File: config.mk
export PLATFORM = sky130hd
export DESIGN_NAME = pc_sequencer
export DESIGN_NICKNAME = d
export VERILOG_FILES = /design/src/rtl/pc_pkg.sv /design/src/rtl/pc_sequencer_ret_stack.sv /design/src/rtl/pc_sequencer.sv
export SDC_FILE = /design/constraint.sdc
export NUM_CORES = 1
export LEC_CHECK = 0
export BUFFER_PORTS_ARGS = -buffer_cell sky130_fd_sc_hd__buf_2
export CORE_MARGIN = 5
export CORE_UTILIZATION = 35
export DETAILED_ROUTE_END_ITERATION = 12
export PLACE_DENSITY = 0.5
export SLEW_MARGIN = 20
export SYNTH_ARGS = -nofsm -noshare
export SYNTH_HDL_FRONTEND = slang
export SYNTH_SLANG_ARGS = --single-unit
export TNS_END_PERCENT = 5
File: constraint.sdc
create_clock -name clk_i -period 3.5 [get_ports clk_i]
set_input_delay 0.7 -clock clk_i [delete_from_list [all_inputs] [get_ports clk_i]]
set_output_delay 0.7 -clock clk_i [all_outputs]
set_load 0.02 [all_outputs]
File: src/rtl/pc_pkg.sv
// Shared types for the program counter and its control-side sequencer.
package pc_pkg;

    typedef enum logic [1:0] {
        PC_RESET = 2'b00,
        PC_HOLD  = 2'b01,
        PC_INC   = 2'b10,
        PC_LOAD  = 2'b11
    } pc_op_t;

    // Codes 110/111 are reserved and decoded as STALL by the sequencer.
    typedef enum logic [2:0] {
        CMD_STEP    = 3'b000,
        CMD_JUMP    = 3'b001,
        CMD_CALL    = 3'b010,
        CMD_RET     = 3'b011,
        CMD_STALL   = 3'b100,
        CMD_RESTART = 3'b101
    } cmd_t;

    typedef enum logic [1:0] {
        SEQ_INIT = 2'b00,
        SEQ_RUN  = 2'b01,
        SEQ_ERR  = 2'b10
    } seq_state_t;

endpackage

File: src/rtl/pc_sequencer_ret_stack.sv
// Return-address LIFO for pc_sequencer; top of stack is entry depth-1.
module ret_stack
    import pc_pkg::*;
#(
    parameter int ANCHO = 16,
    parameter int DEPTH = 8
) (
    input  logic                         clk_i,
    input  logic                         rst_n_i,
    input  logic                         push_i,
    input  logic                         pop_i,
    input  logic [ANCHO-1:0]             data_i,
    output logic [ANCHO-1:0]             data_o,
    output logic [$clog2(DEPTH+1)-1:0]   depth_o,
    output logic                         full_o,
    output logic                         empty_o
);

    localparam int DW = $clog2(DEPTH + 1);
    localparam int AW = $clog2(DEPTH);

    logic [ANCHO-1:0] mem_q [DEPTH];
    logic [DW-1:0]    depth_q;
    logic [DW-1:0]    depth_d;
    logic [DW-1:0]    top_w;

    assign top_w   = depth_q - DW'(1);
    assign data_o  = mem_q[top_w[AW-1:0]];
    assign depth_o = depth_q;
    assign full_o  = (depth_q == DW'(DEPTH));
    assign empty_o = (depth_q == '0);

    always_comb begin
        depth_d = depth_q;
        if (push_i && !full_o) begin
            depth_d = depth_q + DW'(1);
        end else if (pop_i && !empty_o) begin
            depth_d = depth_q - DW'(1);
        end
    end

    always_ff @(posedge clk_i) begin
        if (!rst_n_i) begin
            depth_q <= '0;
        end else begin
            depth_q <= depth_d;
        end
    end

    // Contents need no reset: occupancy alone decides what is valid.
    always_ff @(posedge clk_i) begin
        if (push_i && !full_o) begin
            mem_q[depth_q[AW-1:0]] <= data_i;
        end
    end

endmodule

File: src/rtl/pc_sequencer.sv
// Branch-command sequencer driving program_counter, with a return-address stack.
// Optional target alignment check enabled by defining PC_SEQ_ALIGN_CHECK_EN.
module pc_sequencer
    import pc_pkg::*;
#(
    parameter int ANCHO = 16,
    parameter int DEPTH = 8
) (
    input  logic                         clk_i,
    input  logic                         rst_n_i,
    input  logic                         cmd_valid_i,
    output logic                         cmd_ready_o,
    input  logic [2:0]                   cmd_i,
    input  logic [ANCHO-1:0]             target_i,
    input  logic [ANCHO-1:0]             pcinc_i,
    output logic [1:0]                   pc_op_o,
    output logic [ANCHO-1:0]             pc_target_o,
    output logic [$clog2(DEPTH+1)-1:0]   depth_o,
    output logic                         error_o
);

`ifdef PC_SEQ_ALIGN_CHECK_EN
    localparam bit ALIGN_CHK = 1'b1;
`else
    localparam bit ALIGN_CHK = 1'b0;
`endif

    seq_state_t       state_q, state_d;
    pc_op_t           op_q, op_d;
    logic [ANCHO-1:0] tgt_q, tgt_d;
    logic             err_q, err_d;
    logic             push, pop, clear;
    logic             accept;
    logic             stk_full, stk_empty;
    logic [ANCHO-1:0] stk_top;
    logic             tgt_misaligned;
    logic             top_misaligned;

    assign cmd_ready_o    = (state_q != SEQ_INIT);
    assign accept         = cmd_valid_i & cmd_ready_o;
    assign tgt_misaligned = ALIGN_CHK && (target_i[1:0] != 2'b00);
    assign top_misaligned = ALIGN_CHK && (stk_top[1:0] != 2'b00);

    always_comb begin
        state_d = state_q;
        op_d    = PC_HOLD;
        tgt_d   = tgt_q;
        err_d   = err_q;
        push    = 1'b0;
        pop     = 1'b0;
        clear   = 1'b0;
        case (state_q)
            SEQ_INIT: state_d = SEQ_RUN;
            SEQ_RUN: begin
                if (accept) begin
                    case (cmd_t'(cmd_i))
                        CMD_STEP: op_d = PC_INC;
                        CMD_JUMP: begin
                            if (tgt_misaligned) begin
                                err_d   = 1'b1;
                                state_d = SEQ_ERR;
                            end else begin
                                op_d  = PC_LOAD;
                                tgt_d = target_i;
                            end
                        end
                        CMD_CALL: begin
                            if (stk_full || tgt_misaligned) begin
                                err_d   = 1'b1;
                                state_d = SEQ_ERR;
                            end else begin
                                push  = 1'b1;
                                op_d  = PC_LOAD;
                                tgt_d = target_i;
                            end
                        end
                        CMD_RET: begin
                            if (stk_empty || top_misaligned) begin
                                err_d   = 1'b1;
                                state_d = SEQ_ERR;
                            end else begin
                                pop   = 1'b1;
                                op_d  = PC_LOAD;
                                tgt_d = stk_top;
                            end
                        end
                        CMD_RESTART: begin
                            op_d  = PC_RESET;
                            clear = 1'b1;
                            tgt_d = '0;
                        end
                        default: op_d = PC_HOLD;
                    endcase
                end
            end
            SEQ_ERR: begin
                if (accept && (cmd_t'(cmd_i) == CMD_RESTART)) begin
                    op_d    = PC_RESET;
                    clear   = 1'b1;
                    err_d   = 1'b0;
                    state_d = SEQ_RUN;
                end
            end
            default: state_d = SEQ_INIT;
        endcase
    end

    always_ff @(posedge clk_i) begin
        if (!rst_n_i) begin
            state_q <= SEQ_INIT;
            op_q    <= PC_RESET;
            tgt_q   <= '0;
            err_q   <= 1'b0;
        end else begin
            state_q <= state_d;
            op_q    <= op_d;
            tgt_q   <= tgt_d;
            err_q   <= err_d;
        end
    end

    // RESTART empties the stack through its synchronous reset.
    ret_stack #(
        .ANCHO (ANCHO),
        .DEPTH (DEPTH)
    ) u_ret_stack (
        .clk_i   (clk_i),
        .rst_n_i (rst_n_i & ~clear),
        .push_i  (push),
        .pop_i   (pop),
        .data_i  (pcinc_i),
        .data_o  (stk_top),
        .depth_o (depth_o),
        .full_o  (stk_full),
        .empty_o (stk_empty)
    );

    assign pc_op_o     = op_q;
    assign pc_target_o = tgt_q;
    assign error_o     = err_q;

endmodule

==> metrics.txt, run 1 <==
status=finished clean; GP Congestion=0.791; layout cells sized above 1=31.6%; row cnt=49; setup tns final=0 ns; filler cell count=1604; clock transition at the registers of the reported paths=0.06 ns; via/cell ratio=5.26; Yosys warning count=0; Setup-failing EPs final=0; Clock Tree Buf Depth=2; critical path cell sequence=inv_1 > ha_1 > buf_4 > mux4_2 > and3_1 > a31oi_1 > a311oi_1; Placed Cells incl. Taps=659; cts repair resizes=0; total stage count of the critical path=7; initial antenna violation count=1; Cell Count, Final, Fillers Out=691; nature of the critical path endpoint=flop; final core occ=41.6%; nature of the critical path startpoint=flop; Tcrit/Tclk final=73.3%; Power Total=3.92 mW; Seq/Total Area, Yosys=69.1%; number of global-route vias before repair=3663; area grow syn2layout=18.0%; post-synth cell types=44; Clock Skews=0.00884 ns; critical path class=flop to flop; Critical path buffers and inverters=2; NumNets Final=492; CTS tree=built; routed length per instance=20.4 um; max-cap violations=0; io pins=62; IO buf count=61; die area=0.0207 mm^2; RSZ-0062 raised after global routing=false; Pre-antenna DRT Iters=4; Antenna Nets Post-Route=0; Hold Path Class=flop to flop; die width=144 um; Synth top area share=61.1%; Final HPWL DP=8700 um; postcts setup bufs=0; Worst Path Arrival=2.82 ns; pwr/cell area=528 mW/mm^2; FF-to-FF End=pc_target_o[0]; Switch Pwr=0.825 mW; ys async rst share=0%; total CTS buffers=17; critical path's slowest cell=dfxtp_1; RR Startpoint=u_ret_stack.depth_o[1]; CP endpoint=pc_target_o[0]; Worst Max-Slew Pin Slew=0.810 ns; violation count after the first detailed-route iteration=242; clk_lat worst skew=0.42 ns; Top Family by Delay on Critical Path=buffers and inverters; Synth area leader=edfxtp_1; total track usage=14.2%; Synth Flop Type=edfxtp_1; syn_nets=421; Tmin final=2.57 ns; final hold violation count=0; DRC=0; Leakage=2.53 nW; clk root buf=clkbuf_16; H-tree depth=4; first element of the critical path=u_ret_stack.depth_o[1]; Area contributors post-synth=edfxtp_1, mux4_2, dfxtp_1; Clock Sinks=153; syn avg cell area=16.6 um^2; Comb pwr share=4.8%; #FFs+latches synth=153; Fmax=390 MHz; CP Max Fanout=32; largest net degree at the start of global routing=38; maximum VDD drop=0.000293 V; Reg power frac=50.8%; first-pass GRT wire length=21400 um; cells after synthesis=378; Req. time, crit path=3.76 ns; Mapped Area=0.00629 mm^2; cts hold-fix bufs=0; R2R depth=7; Core Footprint=0.0178 mm^2; vias post-DR=3634; total routed wirelength=14100 um; total gr overflow=0; clock power share=44.5%; slew margin rel.=45.8%; Final Max Tran Viols=0; DIE HEIGHT=144 um; switching share of power=21.0%; Reg2Reg Setup Slack=0.93 ns; Diodes inserted=0; Post-synth EDFFs=128; initial core utilization=35.2%; Int Power=3.09 mW; Critical Path Max Stage Delay=0.53 ns
-- metal layers --
| metal | wire, um | part of all wire, % | global-route usage [%] |
|---|---|---|---|
| met5 | 13 | 0.092 | 0 |
| met4 | 158 | 1.1 | 4.96 |
| met3 | 862 | 6.1 | 3.80 |
| met2 | 6800 | 48 | 22.0 |
| met1 | 6260 | 44 | 19.3 |
-- metrics by stage --
step	setup slack [ns]	instance area (um^2)	hold WS (ns)
5_1_grt	0.806	7420	0.536
3_3_place_gp	1.02	6860	0.470
2_1_floorplan	0.305	6290	0.510
3_5_place_dp	0.975	6860	0.475
6_report	0.934	7420	0.485
4_1_cts	0.966	7420	0.491
-- worst min path at each step --
| stage | startpoint | endpoint | slack [ns] | cells after the start |
|---|---|---|---|---|
| floorplan | state_q[1] | state_q[1] | 0.51 | 2 |
| global placement | error_o | error_o | 0.47 | 2 |
| detailed placement | error_o | error_o | 0.47 | 2 |
| CTS | error_o | error_o | 0.49 | 2 |
| global route | pc_target_o[9] | pc_target_o[9] | 0.54 | 2 |
| finish | error_o | error_o | 0.49 | 2 |
-- logic make-up (layout without fill, tap and decap cells) --
| family | after synthesis | after routing | share of synthesized area, % |
|---|---|---|---|
| buf+inv | 34 | 118 | 3.06 |
| simple gates | 74 | 74 | 6.39 |
| flops | 153 | 153 | 69.1 |
| fa+ha+maj | 5 | 5 | 0.995 |
| xor+xnor | 6 | 6 | 0.836 |
| mux | 33 | 33 | 11.6 |
| compound gates | 73 | 73 | 8.02 |
-- tightest hold or removal path, stage by stage, from the launching register on --
cell and delay (ns):
dfxtp_1 0.33, a31oi_1 0.04, nor2_1 0.08
-- synth_stat cells, drive strengths merged (5+ instances only) --
cell    instances
nor2           10
clkbuf          9
buf            17
o21ai           7
edfxtp        128
a31oi          17
a21oi          21
ha              5
mux4           32
and3           15
a311oi         16
dfxtp          25
nor3            5
inv             8
nand2          23
-- power by group through the flow --
stage | logic (mW) | clock network [mW] | registers [mW]
after CTS | 0.188 | 1.79 | 1.99
after detailed placement | 0.187 | 0 | 2.03
final | 0.186 | 1.74 | 1.99
after floorplan | 0.0982 | 0 | 2.04
after global placement | 0.184 | 0 | 2.03
after global routing | 0.206 | 1.87 | 1.99
-- cell type report --
type,count,area (um^2),area share [%]
inverter,8,30.0,0.405
sequential,153,4350,58.6
multi-input combinational,191,1760,23.7
clock inverter,12,125,1.69
timing repair buffer,78,433,5.84
clock buffer,20,437,5.89
tap,229,287,3.86
-- registers in the layout (all words and copies together) (netlist names) --
name,cells
u_ret_stack.depth_o,4
pc_op_o,2
state_q,2
pc_target_o,16
error_o,1
u_ret_stack.mem_q,128
-- placed cells by master, fill, tap and decap left out, types with 3 or more instances in the layout --
master	count
a21oi_1	21
a311oi_1	16
a31oi_1	17
and3_1	15
and3b_1	3
buf_2	61
buf_4	17
clkbuf_1	3
clkbuf_16	17
clkinv_2	5
clkinvlp_4	3
dfxtp_1	24
edfxtp_1	128
ha_1	5
inv_1	8
mux4_2	32
nand2_1	23
nand2b_1	3
nand4_1	3
nor2_1	10
nor3_1	3
o21ai_0	5
xnor2_1	3
xor2_1	3
(Power assumes the default switching activity.)
==> run 2, diff against run 1 <==
- ABC_AREA: not set -> 1
- PLACE_DENSITY: 0.5 -> 0.52
- clock period: 3.5 -> 2.2 ns (I/O delays scaled with it)
==> metrics.txt, run 2 <==
first-pass GRT wire length=25000 um (+17%); io pins=62 (unchanged); Reg2Reg Setup Slack=0.12 ns (-0.81 ns); violation count after the first detailed-route iteration=320 (+32%); total gr overflow=0 (unchanged); nature of the critical path startpoint=flop; clk_lat worst skew=0.41 ns (about the same); DRC=0 (unchanged); final hold violation count=0 (unchanged); initial antenna violation count=0 (-1); slew margin rel.=50.5% (+4.7 points); most frequent cells after synthesis=nor2_1, edfxtp_1, o21ai_0; area grow syn2layout=22.8%; DIE HEIGHT=146 um (+1.6%); CTS tree=built; total track usage=14.9% (+0.77 points); ys async rst share=0% (unchanged); cells after synthesis=623 (+65%); clk root buf=clkbuf_16; Seq/Total Area, Yosys=66.8% (-2.3 points); GP Congestion=0.856 (+8.3%); Pre-antenna DRT Iters=5 (+1); final core occ=44.0% (+2.5 points); routed length per instance=16.8 um (-18%); Core Footprint=0.0181 mm^2 (+1.7%); Area contributors post-synth=edfxtp_1, nor2_1, dfxtp_1; number of global-route vias before repair=4667 (+27%); Req. time, crit path=1.76 ns (-2.00 ns); setup tns final=0 ns (unchanged); Tmin final=2.09 ns; maximum VDD drop=0.000515 V (+76%); Tcrit/Tclk final=95.1%; Synth Flop Type=edfxtp_1; most common cell after layout, fill and taps aside=nor2_1; Final Max Tran Viols=0 (unchanged); vias post-DR=4689 (+29%); clock transition at the registers of the reported paths=0.06 ns (about the same); Setup-failing EPs final=0 (unchanged); filler cell count=1722 (+7.4%); largest net degree at the start of global routing=70 (+84%); Clock Skews=0.00771 ns (-0.00113 ns); Synth area leader=edfxtp_1; Yosys warning count=0 (unchanged); syn avg cell area=10.4 um^2 (-37%); IO buf count=61 (unchanged); row cnt=49 (unchanged); sequential cell area=0.00435 mm^2 (+0.17%); critical path class=flop to output pin; via/cell ratio=4.99 (-5.1%); Clock Tree Buf Depth=2 (unchanged); die width=146 um (+1.6%); CP Max Fanout=69 (+120%); Clock Sinks=153 (unchanged); Largest register FFs=128 (unchanged); Worst Max-Slew Pin Slew=0.743 ns (-0.0671 ns); cts hold-fix bufs=0 (unchanged); nature of the critical path endpoint=output pin; initial core utilization=35.9% (+0.60 points); status=finished clean; area of the multi-input gates=0.00199 mm^2 (+13%); NumNets Final=741 (+51%); hold_ws=0.325 ns (-0.160 ns); die area=0.0214 mm^2 (+3.2%); total routed wirelength=15800 um (+12%); syn_nets=666 (+58%); pwr/cell area=849 mW/mm^2 (+61%); Fmax=478 MHz; Leakage=3.05 nW (+20%); max-cap violations=0 (unchanged); Final HPWL DP=10500 um (+21%); Antenna Nets Post-Route=0 (unchanged); layout cells sized above 1=21.1% (-11 points); count leader, synth=nor2_1; H-tree depth=4 (unchanged); Mapped Area=0.00651 mm^2 (+3.5%); Hold Path Class=input pin to flop; Worst Path Arrival=1.65 ns (-1.17 ns); Diodes inserted=0 (unchanged); Synth top area share=59.1% (-2.0 points); most frequent cells in the layout=nor2_1, edfxtp_1, o21ai_0; total CTS buffers=17 (unchanged); #FFs+latches synth=153 (unchanged); post-synth cell types=28 (-36%); Post-synth EDFFs=128 (unchanged)
run 2: cell count changes after synthesis, sizes merged, moves of 20 or more:
cell / previous run / this run
nand2: 23 / 43
inv: 8 / 41
nor2: 10 / 167
nand3: 2 / 44
o21ai: 7 / 88
mux4: 32 / 0
run 2: report_power, final:
group | switching, mW | internal [mW] | leakage, nW | total [mW]
combinational | 0.470 | 0.229 | 1.41 | 0.698
clock | 1.19 | 1.70 | 0.288 | 2.88
sequential | 0.0230 | 3.18 | 1.35 | 3.20
total | 1.68 | 5.11 | 3.05 | 6.78
run 2: cell type report:
class,count,area share (%)
clock buffers,17,5.32
clock inverters,15,2.07
inverters,42,2.05
multi-input cells,398,24.9
flip-flops and latches,153,54.5
well taps,229,3.59
repair buffers,86,7.64
run 2: cells by family after synthesis:
logic type	Yosys count	synth area share (%)
buf+inv	72	4.69
fa+ha+maj	5	0.962
flops	153	66.8
compound gates	128	10.5
xor+xnor	3	0.519
simple gates	262	16.6
run 2: through the flow:
| step | std cells | cell area [um^2] | total power [mW] | setup WS (ns) |
|---|---|---|---|---|
| after detailed placement | 905 | 7340 | 3.94 | 0.0843 |
| after global routing | 940 | 7990 | 7.08 | -0.00814 |
| after global placement | 905 | 7340 | 3.93 | 0.155 |
| final | 940 | 7990 | 6.78 | 0.108 |
| after CTS | 937 | 7930 | 6.82 | 0.0884 |
| after floorplan | 623 | 6630 | 3.71 | -0.207 |
run 2: per-layer routing:
metal,vias to the layer above,wire [um],GRT usage [%]
li1,2307,-,-
met5,-,0,0
met2,104,7410,24.1
met3,19,801,3.94
met1,2259,7330,20.2
met4,0,213,3.90
run 2: path summary, 6_finish.rpt:
check / start / endpoint / depth (start not counted)
max: u_ret_stack.depth_o[0] / depth_o[0] / 2
max reg2reg: u_ret_stack.depth_o[1] / u_ret_stack.mem_q[3][4] / 10
min: pcinc_i[13] / u_ret_stack.mem_q[1][13] / 1
min reg2reg: state_q[1] / state_q[1] / 2
run 2: what timing repair did:
item | CTS | global route
hold endpoints to repair | 0 | 0
setup buffers | 0 | 2
endpoints found under the setup margin | 0 | 62
resized for setup | 0 | 8
run 2: critical path: stages (launching register included):
cell     delay (ns)
dfxtp_4        0.35
buf_4          0.59
buf_2          0.29
